$ cat src/rtl/vg_pkg.sv
// Shared definitions for the vector-generator strobe controller.
package vg_pkg;

  localparam int VG_DIV_DEF     = 4;
  localparam int VG_WAIT_W_DEF  = 4;
  localparam int VG_STALL_W_DEF = 16;

  // Controller states. The encoding is fixed so debug readback stays stable.
  typedef enum logic [1:0] {
    ST_IDLE = 2'd0,
    ST_RUN  = 2'd1,
    ST_WAIT = 2'd2,
    ST_HALT = 2'd3
  } vg_state_e;

endpackage

$ cat src/rtl/vg_phase_div.sv
// Phase counter 0..DIV-1 with clear, hold and wrap; flags the last phase.
module vg_phase_div #(
  parameter int DIV  = 4,
  parameter int PH_W = $clog2(DIV)
) (
  input  logic            clk_12MHz,
  input  logic            reset_not,
  input  logic            i_clr,
  input  logic            i_hold,
  output logic [PH_W-1:0] o_phase,
  output logic            o_at_end
);

  localparam logic [PH_W-1:0] PH_END = PH_W'(DIV - 1);

  logic [PH_W-1:0] r_phase;

  // Clear wins over hold; otherwise count up and wrap at the last phase.
  always_ff @(posedge clk_12MHz or negedge reset_not) begin
    if (!reset_not)          r_phase <= '0;
    else if (i_clr)          r_phase <= '0;
    else if (i_hold)         r_phase <= r_phase;
    else if (r_phase == PH_END) r_phase <= '0;
    else                     r_phase <= r_phase + 1'b1;
  end

  assign o_phase  = r_phase;
  assign o_at_end = (r_phase == PH_END);

endmodule

$ cat src/rtl/vg_strobe_ctrl.sv
// Strobe controller: one-cycle state/AVG enables on a programmable phase
// divider, stretched by memory wait states, gated by halt and single-step.
module vg_strobe_ctrl
  import vg_pkg::*;
#(
  parameter int DIV     = VG_DIV_DEF,
  parameter int PH_W    = $clog2(DIV),
  parameter int WAIT_W  = VG_WAIT_W_DEF,
  parameter int STALL_W = VG_STALL_W_DEF
) (
  input  logic               clk_12MHz,
  input  logic               reset_not,
  input  logic               vg_go,
  input  logic               halt,
  input  logic               mem_access,
  input  logic               mem_ready,
  input  logic [WAIT_W-1:0]  wait_cfg,
  input  logic               step_mode,
  input  logic               step,
  output logic               state_stb,
  output logic               avg_stb,
  output logic [PH_W-1:0]    phase,
  output logic               busy,
  output logic [STALL_W-1:0] stall_cnt
);

  vg_state_e          r_state;
  logic               r_stb;
  logic               r_avg;
  logic               r_busy;
  logic               r_step;
  logic               r_halt_pend;
  logic [WAIT_W-1:0]  r_wait;
  logic [STALL_W-1:0] r_stall;

  logic               w_adv;
  logic               w_to_wait;
  logic               w_ph_clr;
  logic               w_ph_hold;
  logic               w_at_end;
  logic [PH_W-1:0]    w_phase;

  vg_phase_div #(
    .DIV  (DIV),
    .PH_W (PH_W)
  ) u_div (
    .clk_12MHz (clk_12MHz),
    .reset_not (reset_not),
    .i_clr     (w_ph_clr),
    .i_hold    (w_ph_hold),
    .o_phase   (w_phase),
    .o_at_end  (w_at_end)
  );

  // Advance decision and phase control for the current cycle. An advance
  // always restarts the phase at 0 so the strobe cycle is phase 0.
  always_comb begin
    w_adv     = 1'b0;
    w_to_wait = 1'b0;
    w_ph_clr  = 1'b0;
    w_ph_hold = 1'b0;
    case (r_state)
      ST_IDLE, ST_HALT: w_ph_clr = 1'b1;
      ST_RUN: begin
        if (r_halt_pend) begin
          // Strobe cycle of a halting advance: park phase at 0 for HALT.
          w_ph_clr = 1'b1;
        end else if (w_at_end) begin
          if (mem_access && !mem_ready) begin
            w_to_wait = 1'b1;
            w_ph_hold = 1'b1;
          end else if (step_mode && !r_step) begin
            w_ph_hold = 1'b1;
          end else begin
            w_adv    = 1'b1;
            w_ph_clr = 1'b1;
          end
        end
      end
      ST_WAIT: begin
        // Leaving WAIT is a completed memory access; it advances directly.
        if (mem_ready && (r_wait == '0)) begin
          w_adv    = 1'b1;
          w_ph_clr = 1'b1;
        end else begin
          w_ph_hold = 1'b1;
        end
      end
      default: w_ph_clr = 1'b1;
    endcase
  end

  // Main FSM with registered strobes, busy, wait countdown, step latch and
  // saturating stall counter. A halting advance keeps RUN for the strobe
  // cycle and drops into HALT on the following edge.
  always_ff @(posedge clk_12MHz or negedge reset_not) begin
    if (!reset_not) begin
      r_state     <= ST_IDLE;
      r_stb       <= 1'b0;
      r_avg       <= 1'b0;
      r_busy      <= 1'b0;
      r_step      <= 1'b0;
      r_halt_pend <= 1'b0;
      r_wait      <= '0;
      r_stall     <= '0;
    end else begin
      r_stb       <= w_adv;
      r_avg       <= w_adv && !halt;
      r_halt_pend <= w_adv && halt;
      if (w_adv)     r_step <= 1'b0;
      else if (step) r_step <= 1'b1;
      case (r_state)
        ST_IDLE, ST_HALT: begin
          if (vg_go) begin
            r_state <= ST_RUN;
            r_busy  <= 1'b1;
            r_stall <= '0;
          end
        end
        ST_RUN: begin
          if (r_halt_pend) begin
            r_state <= ST_HALT;
            r_busy  <= 1'b0;
          end else if (w_to_wait) begin
            r_state <= ST_WAIT;
            r_wait  <= wait_cfg;
          end
        end
        ST_WAIT: begin
          if (r_stall != '1) r_stall <= r_stall + 1'b1;
          if (w_adv)          r_state <= ST_RUN;
          else if (mem_ready) r_wait  <= r_wait - 1'b1;
        end
        default: begin
          r_state <= ST_IDLE;
          r_busy  <= 1'b0;
        end
      endcase
    end
  end

  assign state_stb = r_stb;
  assign avg_stb   = r_avg;
  assign phase     = w_phase;
  assign busy      = r_busy;
  assign stall_cnt = r_stall;

endmodule

$ cat config.mk
export PLATFORM = sky130hd
export DESIGN_NAME = vg_strobe_ctrl
export DESIGN_NICKNAME = d
export VERILOG_FILES = /design/src/rtl/vg_pkg.sv /design/src/rtl/vg_phase_div.sv /design/src/rtl/vg_strobe_ctrl.sv
export SDC_FILE = /design/constraint.sdc
export NUM_CORES = 1
export LEC_CHECK = 0
export CAP_MARGIN = 20
export CORE_MARGIN = 10
export CORE_UTILIZATION = 49
export CTS_CLUSTER_DIAMETER = 60
export CTS_CLUSTER_SIZE = 12
export DETAILED_ROUTE_END_ITERATION = 10
export MAX_ROUTING_LAYER = met4
export PLACE_DENSITY = 0.76
export SKIP_LAST_GASP = 1
export SYNTH_ARGS = -nofsm -noshare
export SYNTH_HDL_FRONTEND = slang
export SYNTH_SLANG_ARGS = --single-unit
$ cat constraint.sdc
create_clock -name clk_12MHz -period 2.4 [get_ports clk_12MHz]
set_clock_uncertainty 0.2 [all_clocks]
set_input_delay 0.24 -clock clk_12MHz [delete_from_list [all_inputs] [get_ports clk_12MHz]]
set_output_delay 0.24 -clock clk_12MHz [all_outputs]
set_load 0.02 [all_outputs]
==> impl_metrics.py <==
metrics = {
    "worst_setup_path": {
        "cpPeakStageDelay_ns": 0.48,
        "path_cells": "inv_1 -> ha_1 -> mux2i_1 -> nor2_1 -> mux2_1 -> a22o_1",
        "worstReg2RegEnd": "stall_cnt[15]$_DFFE_PN0P_",
        "r2r-start": "r_state[0]$_DFFE_PN0P_",
        "crit_slowest_cell": "mux2i_1",
        "cp-end-kind": "flip-flop",
        "reg2reg_slack_ns": 0.16,
        "critPathKind": "flip-flop to flip-flop",
        "endpoint": "stall_cnt[15]$_DFFE_PN0P_",
        "cp.depth": 6,
        "crit_fanout": 7,
        "cp-start-kind": "flip-flop",
        "reg2reg_depth": 6,
        "cp_num_buf_inv": 1,
        "cp.required_ns": 2.43,
        "startpoint": "r_state[0]$_DFFE_PN0P_",
        "worstPathArrival_ns": 2.28,
        "cp_top_family": "multiplexers",
    },
    "floorplan": {
        "die_h_um": 79.23,
        "die_w_um": 79.23,
        "rows": 21,
        "initial_core_util_pct": 51.12,
        "core_area_mm2": 0.003363,
        "dieArea_mm2": 0.006277,
        "ioPinCount": 33,
    },
    "clock_network": {
        "cts_made_buffers": 5,
        "cts_root_buffer": "clkbuf_4",
        "clk_pin_slew_ns": 0.10,
        "clock_latency_ns": 0.34,
        "ctsHoldBuffers": 0,
        "h-tree-depth": 2,
        "cts_resized": 0,
        "clkSinkCount": 29,
        "cts_tree": "yes",
        "post_cts_buffers": 0,
        "cts_max_path_buffers": 2,
    },
    "final_layout": {
        "design_area_mm2": 0.002176,
        "drive_above_1_share_pct": 10.67,
        "syn2layout_area_growth_pct": 26.56,
        "n_antenna_cell": 0,
        "fin_nets": 242,
    },
    "grt": {
        "grt-ovfl-total": 0,
        "grt_pass1_wl_mm": 6.858,
        "gr-usage-all-layers_pct": 13.83,
        "grt_max_degree": 30,
        "first_global_vias": 1491,
        "antenna_found_initial": 0,
    },
    "job": {
        "max_cap_viol_count": 0,
    },
    "timing": {
        "fmax_ghz": 0.4457,
        "setup_viol": 0,
        "hold_viol": 0,
        "finalSetupTns_ns": 0,
        "tightest_slew_ns": 0.4643,
        "rsz0062_at_grt": "false",
        "finalCritPeriodShare_pct": 93.48,
        "relSlewSlack_pct": 68.16,
        "min_period_ns": 2.244,
        "maxSlewViolCount": 0,
    },
    "logic_synthesis": {
        "ys_seq_area_share_pct": 42.21,
        "synth-async-reset-ratio_pct": 100.0,
        "yosysUniqueCellTypes": 51,
        "syn_area_mm2": 0.001719,
        "synth_seq_cells": 29,
        "avgSynthCellArea_um2": 9.243,
        "synth_fp_nets": 204,
        "ys_warn_count": 0,
        "synth-edff-count": 0,
        "ys.flop_type": "dfrtp_1",
        "synth_cells": 186,
    },
    "routing": {
        "drc_errors": 0,
        "vias": 1537,
        "wl_per_cell_um": 14.69,
        "drt-initial-drc-count": 168,
        "routed_wl_mm": 3.981,
        "antenna_left": 0,
        "vias_per_cell": 5.672,
        "drtPass1Iterations": 4,
    },
    "power_and_ir_drop": {
        "combPwrFrac_pct": 41.4,
        "p_int_mw": 1.047,
        "p_sw_mw": 0.6680,
        "p_sw_share_pct": 38.96,
        "ir_drop_v": 0.0004423,
        "p_clk_share_pct": 20.4,
        "leakagePower_nw": 0.9753,
        "powerDensity_mw_per_mm2": 788.0,
        "seqPwrFrac_pct": 38.1,
        "power_mw": 1.715,
    },
    "outcome": {
        "outcome": "finished clean",
    },
    "placed_design": {
        "portBuffers": 32,
        "place_congestion": 0.8545,
        "place_area_mm2": 0.002106,
        "hpwl_mm": 2.982,
    },
    "min_path": {
        "min_path_type": "input port to asynchronous set/reset pin",
    },
}
## synthesized netlist by cell type (2+ instances only)
cell type / instances / area (um^2)
nand2b_1: 4 / 25.02
buf_2: 2 / 10.01
nor2_1: 13 / 48.80
clkbuf_1: 3 / 11.26
a22o_1: 7 / 61.31
or4b_1: 2 / 20.02
and3_1: 5 / 31.28
mux2i_1: 7 / 70.07
a21oi_1: 6 / 30.03
o21ai_1: 7 / 35.03
and3_4: 2 / 22.52
nand3b_1: 4 / 30.03
and4_1: 2 / 17.52
or4_1: 2 / 15.01
inv_1: 10 / 37.54
nand2_1: 21 / 78.83
o31ai_1: 2 / 15.01
ha_1: 6 / 75.07
nor3_1: 3 / 15.01
dfrtp_1: 29 / 725.7
nand3_1: 13 / 65.06
o21ai_0: 7 / 35.03
## sequential cells by signal, summed over array words and instances (netlist names)
register       flops
avg_stb            1
busy               1
r_halt_pend        1
r_state            2
r_step             1
r_wait             4
stall_cnt         16
state_stb          1
u_div.o_phase      2
## area by class of cell
class | count | area, um^2
clock buffer | 7 | 65.06
clock inverter | 1 | 5.005
fill | 299 | 1187
inverter | 11 | 41.29
multi-input combinational | 140 | 923.4
sequential | 29 | 725.7
tap | 46 | 57.56
timing repair buffer | 37 | 357.8
## through the flow
| step | utilization, % | hold slack (ns) | setup WS (ns) | cells |
|---|---|---|---|---|
| 4_1_cts | 64.69 | 0.08350 | 0.1492 | 271 |
| 6_report | 64.69 | 0.06919 | 0.1564 | 271 |
| 2_1_floorplan | - | -0.2556 | 0.3760 | 186 |
| 3_5_place_dp | 62.61 | 0.2948 | 0.1657 | 263 |
| 5_1_grt | 64.69 | 0.07259 | 0.01089 | 271 |
| 3_3_place_gp | 62.61 | 0.2745 | 0.2749 | 263 |
## metal layers
| layer | track usage (%) | vias to the layer above | wire length [um] |
|---|---|---|---|
| li1 | - | 754 | - |
| met1 | 15.93 | 740 | 1702 |
| met2 | 21.53 | 39 | 2000 |
| met3 | 5.518 | 4 | 250 |
| met4 | 4.480 | 0 | 27 |
| met5 | - | - | 0 |
## worst reg2reg max path, stage by stage (launching register included)
cell     delay [ns]
dfrtp_1        0.39
inv_1          0.08
ha_1           0.45
mux2i_1        0.48
nor2_1         0.07
mux2_1         0.30
a22o_1         0.17
## power groups by stage
| stage | clock (mW) | sequential [mW] | combinational (mW) |
|---|---|---|---|
| final | 0.351 | 0.653 | 0.711 |
| after global routing | 0.386 | 0.668 | 0.794 |
| after CTS | 0.361 | 0.653 | 0.713 |
| after detailed placement | 0 | 0.661 | 0.711 |
| after global placement | 0 | 0.653 | 0.672 |
| after floorplan | 0 | 0.683 | 0.455 |
## how the worst min path moves through the flow
stage	end	start	depth (start not counted)	slack (ns)
2_1_floorplan	avg_stb$_DFF_PN0_	reset_not	0	-0.26
3_3_place_gp	r_step$_DFFE_PN0P_	r_step$_DFFE_PN0P_	2	0.27
3_5_place_dp	r_step$_DFFE_PN0P_	r_step$_DFFE_PN0P_	2	0.29
4_1_cts	stall_cnt[8]$_DFFE_PN0P_	reset_not	2	0.08
5_1_grt	stall_cnt[13]$_DFFE_PN0P_	reset_not	2	0.07
6_report	stall_cnt[13]$_DFFE_PN0P_	reset_not	2	0.07
## cells by family after synthesis
family          share of synthesized area (%)
compound gates                          16.59
xor+xnor                               0.5096
fa+ha+maj                               4.367
buf+inv                                 4.076
flops                                   42.21
mux                                     6.259
simple gates                            25.98
## placed cells by master, fill, tap and decap left out, drive strengths merged, types with 2 or more instances in the layout
master / Yosys / final
o31ai: 2 / 2
nand3b: 4 / 4
nor2: 13 / 13
clkbuf: 3 / 7
nor3b: 2 / 2
clkdlybuf4s50: 0 / 32
inv: 11 / 11
nand2: 21 / 21
a22o: 8 / 8
ha: 6 / 6
dfrtp: 29 / 29
nand2b: 4 / 4
and4: 2 / 2
mux2i: 7 / 7
nor3: 3 / 3
and3: 8 / 8
buf: 3 / 5
or4b: 2 / 2
o21ai: 15 / 15
or4: 2 / 2
a21oi: 7 / 7
mux2: 3 / 3
nand3: 14 / 14
o311ai: 2 / 2
No activity file was read; power rests on OpenSTA's default activity.
==> RTL edit (same settings) <==
`VG_DIV_DEF`: 4 -> 2.
--- a/src/rtl/vg_pkg.sv
+++ b/src/rtl/vg_pkg.sv
@@ -3,3 +3,3 @@
 
-  localparam int VG_DIV_DEF     = 4;
+  localparam int VG_DIV_DEF     = 2;
   localparam int VG_WAIT_W_DEF  = 4;
Interface: changed (resized phase); port bits go from 33 to 32. The function was not compared with the original's and may differ.
==> RTL edit against the original RTL <==
- routed wire length grew 2.3%
- fmax is 3.4% higher
- area after synthesis is 0.80% higher
- non-clock buffer count is 2 higher
- worst setup slack improved by 0.073 ns
- design area fell by 0.58%
- sequential cell count is 1 lower
- power down 7.3%
- core utilization decreased by 0.87 points
- critical endpoint is now stall_cnt[7]
- highest routed layer unchanged
==> RTL edit: results (changes against the original RTL) <==
reg2reg_from: "r_state[0]"
setup.reg_to_reg.worst_slack_ns: 0.23  # +0.07 ns
synth-xor-area-share: 0.00505  # -0.0000405
netlist-cell-type-count: 42  # -18%
htree_num_levels: 1  # -1
vias: 1575  # +2.5%
yosys.area_share.adder: 0.0361  # -0.00757
rr_worst_depth: 7  # +1
drt-total-wl_um: 4070  # +2.3%
p_int_uw: 959  # -8.4%
peakVddDrop_mv: 0.411  # -7.1%
worst_r2r_endpoint: "stall_cnt[7]"
cp_max_fo: 10  # +3
gp_congestion: 0.920  # +7.6%
seq_area_frac_synth: 0.404  # -0.0178
synth.area.top_cells: "dfrtp_1, nor2_1, nand2_1, o21ai_0, nand3_1"
grt_use_total: 0.134  # -0.00401
worst_slew_pin_slew_ns: 0.435  # -0.0298 ns
nets: 258  # +6.6%
synth_compound_area_frac: 0.179  # +0.0131
grt_max_degree: 29  # -3.3%
antenna_found_initial: 0  # unchanged
post-place-ws_ns: 0.238  # +0.0721 ns
synth_fp_nets: 222  # +8.8%
yosys-top-cells-count: "dfrtp_1, nor2_1, nand2_1, o21ai_0, nand3_1"
io_buffer_count: 31  # -3.1%
outcome: "completed"
min_path_type: "in -> async"
synth_mux_area_frac: 0.0347  # -0.0279
critPathArrivalTime_ns: 2.23  # -0.05 ns
grt_pass1_wl_um: 6800  # -0.80%
synth-async-reset-ratio: 1.00  # unchanged
cts_made_buffers: 3  # -2
drive_gt1_frac: 0.0833  # -0.0233
grt_pass1_vias: 1424  # -4.5%
dr.first_iter.drc_count: 153  # -8.9%
dpl.hpwl_um: 3100  # +3.9%
clk_pin_slew_ns: 0.15  # +0.05 ns
leakagePower_nw: 0.899  # -7.8%
clk-insertion-delay-late_ns: 0.33
RTL edit: cell count changes after synthesis, sizes merged, moves of 4 or more:
cell,delta
nor2b,+5
a31oi,+4
o211ai,+5
a22o,-7
nor2,+12
RTL edit: final cells by class:
cell class,instances,area [um2]
clock buffers,4,36.3
fillers,278,1230
inverters,10,37.5
multi-input cells,159,961
flip-flops and latches,28,701
well taps,46,57.6
repair buffers,39,370
RTL edit: cells by family after synthesis:
| group | Yosys count |
|---|---|
| multiplexers | 6 |
| AO/OA/AOI/OAI | 48 |
| adder cells (fa/ha/maj) | 5 |
| XOR/XNOR | 1 |
| buffers and inverters | 18 |
| flip-flops | 28 |
| AND/OR/NAND/NOR | 99 |
RTL edit: metrics by stage:
stage	instance area [um2]	utilization	cells	hold slack [ns]
2_1_floorplan	1730	-	205	-0.256
6_report	2160	0.638	286	0.0500
5_1_grt	2160	0.638	286	0.0901
3_3_place_gp	2130	0.628	282	0.303
4_1_cts	2160	0.638	286	0.0608
3_5_place_dp	2130	0.628	282	0.305
RTL edit: worst max-delay path by stage:
stage / startpoint / endpoint / slack [ns] / cells after the start
after floorplan: r_wait[0] / r_wait[3] / 0.40 / 7
after global placement: mem_ready / r_wait[0] / 0.28 / 6
after detailed placement: mem_ready / r_wait[0] / 0.24 / 6
after CTS: r_state[0] / stall_cnt[7] / 0.23 / 7
after global routing: r_state[0] / r_wait[3] / 0.13 / 7
final: r_state[0] / stall_cnt[7] / 0.23 / 7
RTL edit: critical path, stage by stage (launching register included):
cell and delay (ns):
dfrtp_1 0.40, inv_1 0.05, ha_1 0.37, nor2b_1 0.18, nor2_2 0.21, o31ai_4 0.17, or3_1 0.36, a21oi_1 0.16
RTL edit: per-layer routing:
metal / part of all wire / GRT usage / up-vias
met3: 0.048 / 0.0225 / 4
met1: 0.51 / 0.186 / 718
li1: - / - / 810
met5: 0 / - / -
met4: 0.0066 / 0.0430 / 0
met2: 0.43 / 0.193 / 43
RTL edit: power groups by stage:
stage / Clock, mW / Sequential [mW] / Combinational, mW
finish: 0.234 / 0.628 / 0.728
CTS: 0.241 / 0.626 / 0.730
global route: 0.261 / 0.641 / 0.810
detailed placement: 0 / 0.636 / 0.724
floorplan: 0 / 0.663 / 0.456
global placement: 0 / 0.634 / 0.726
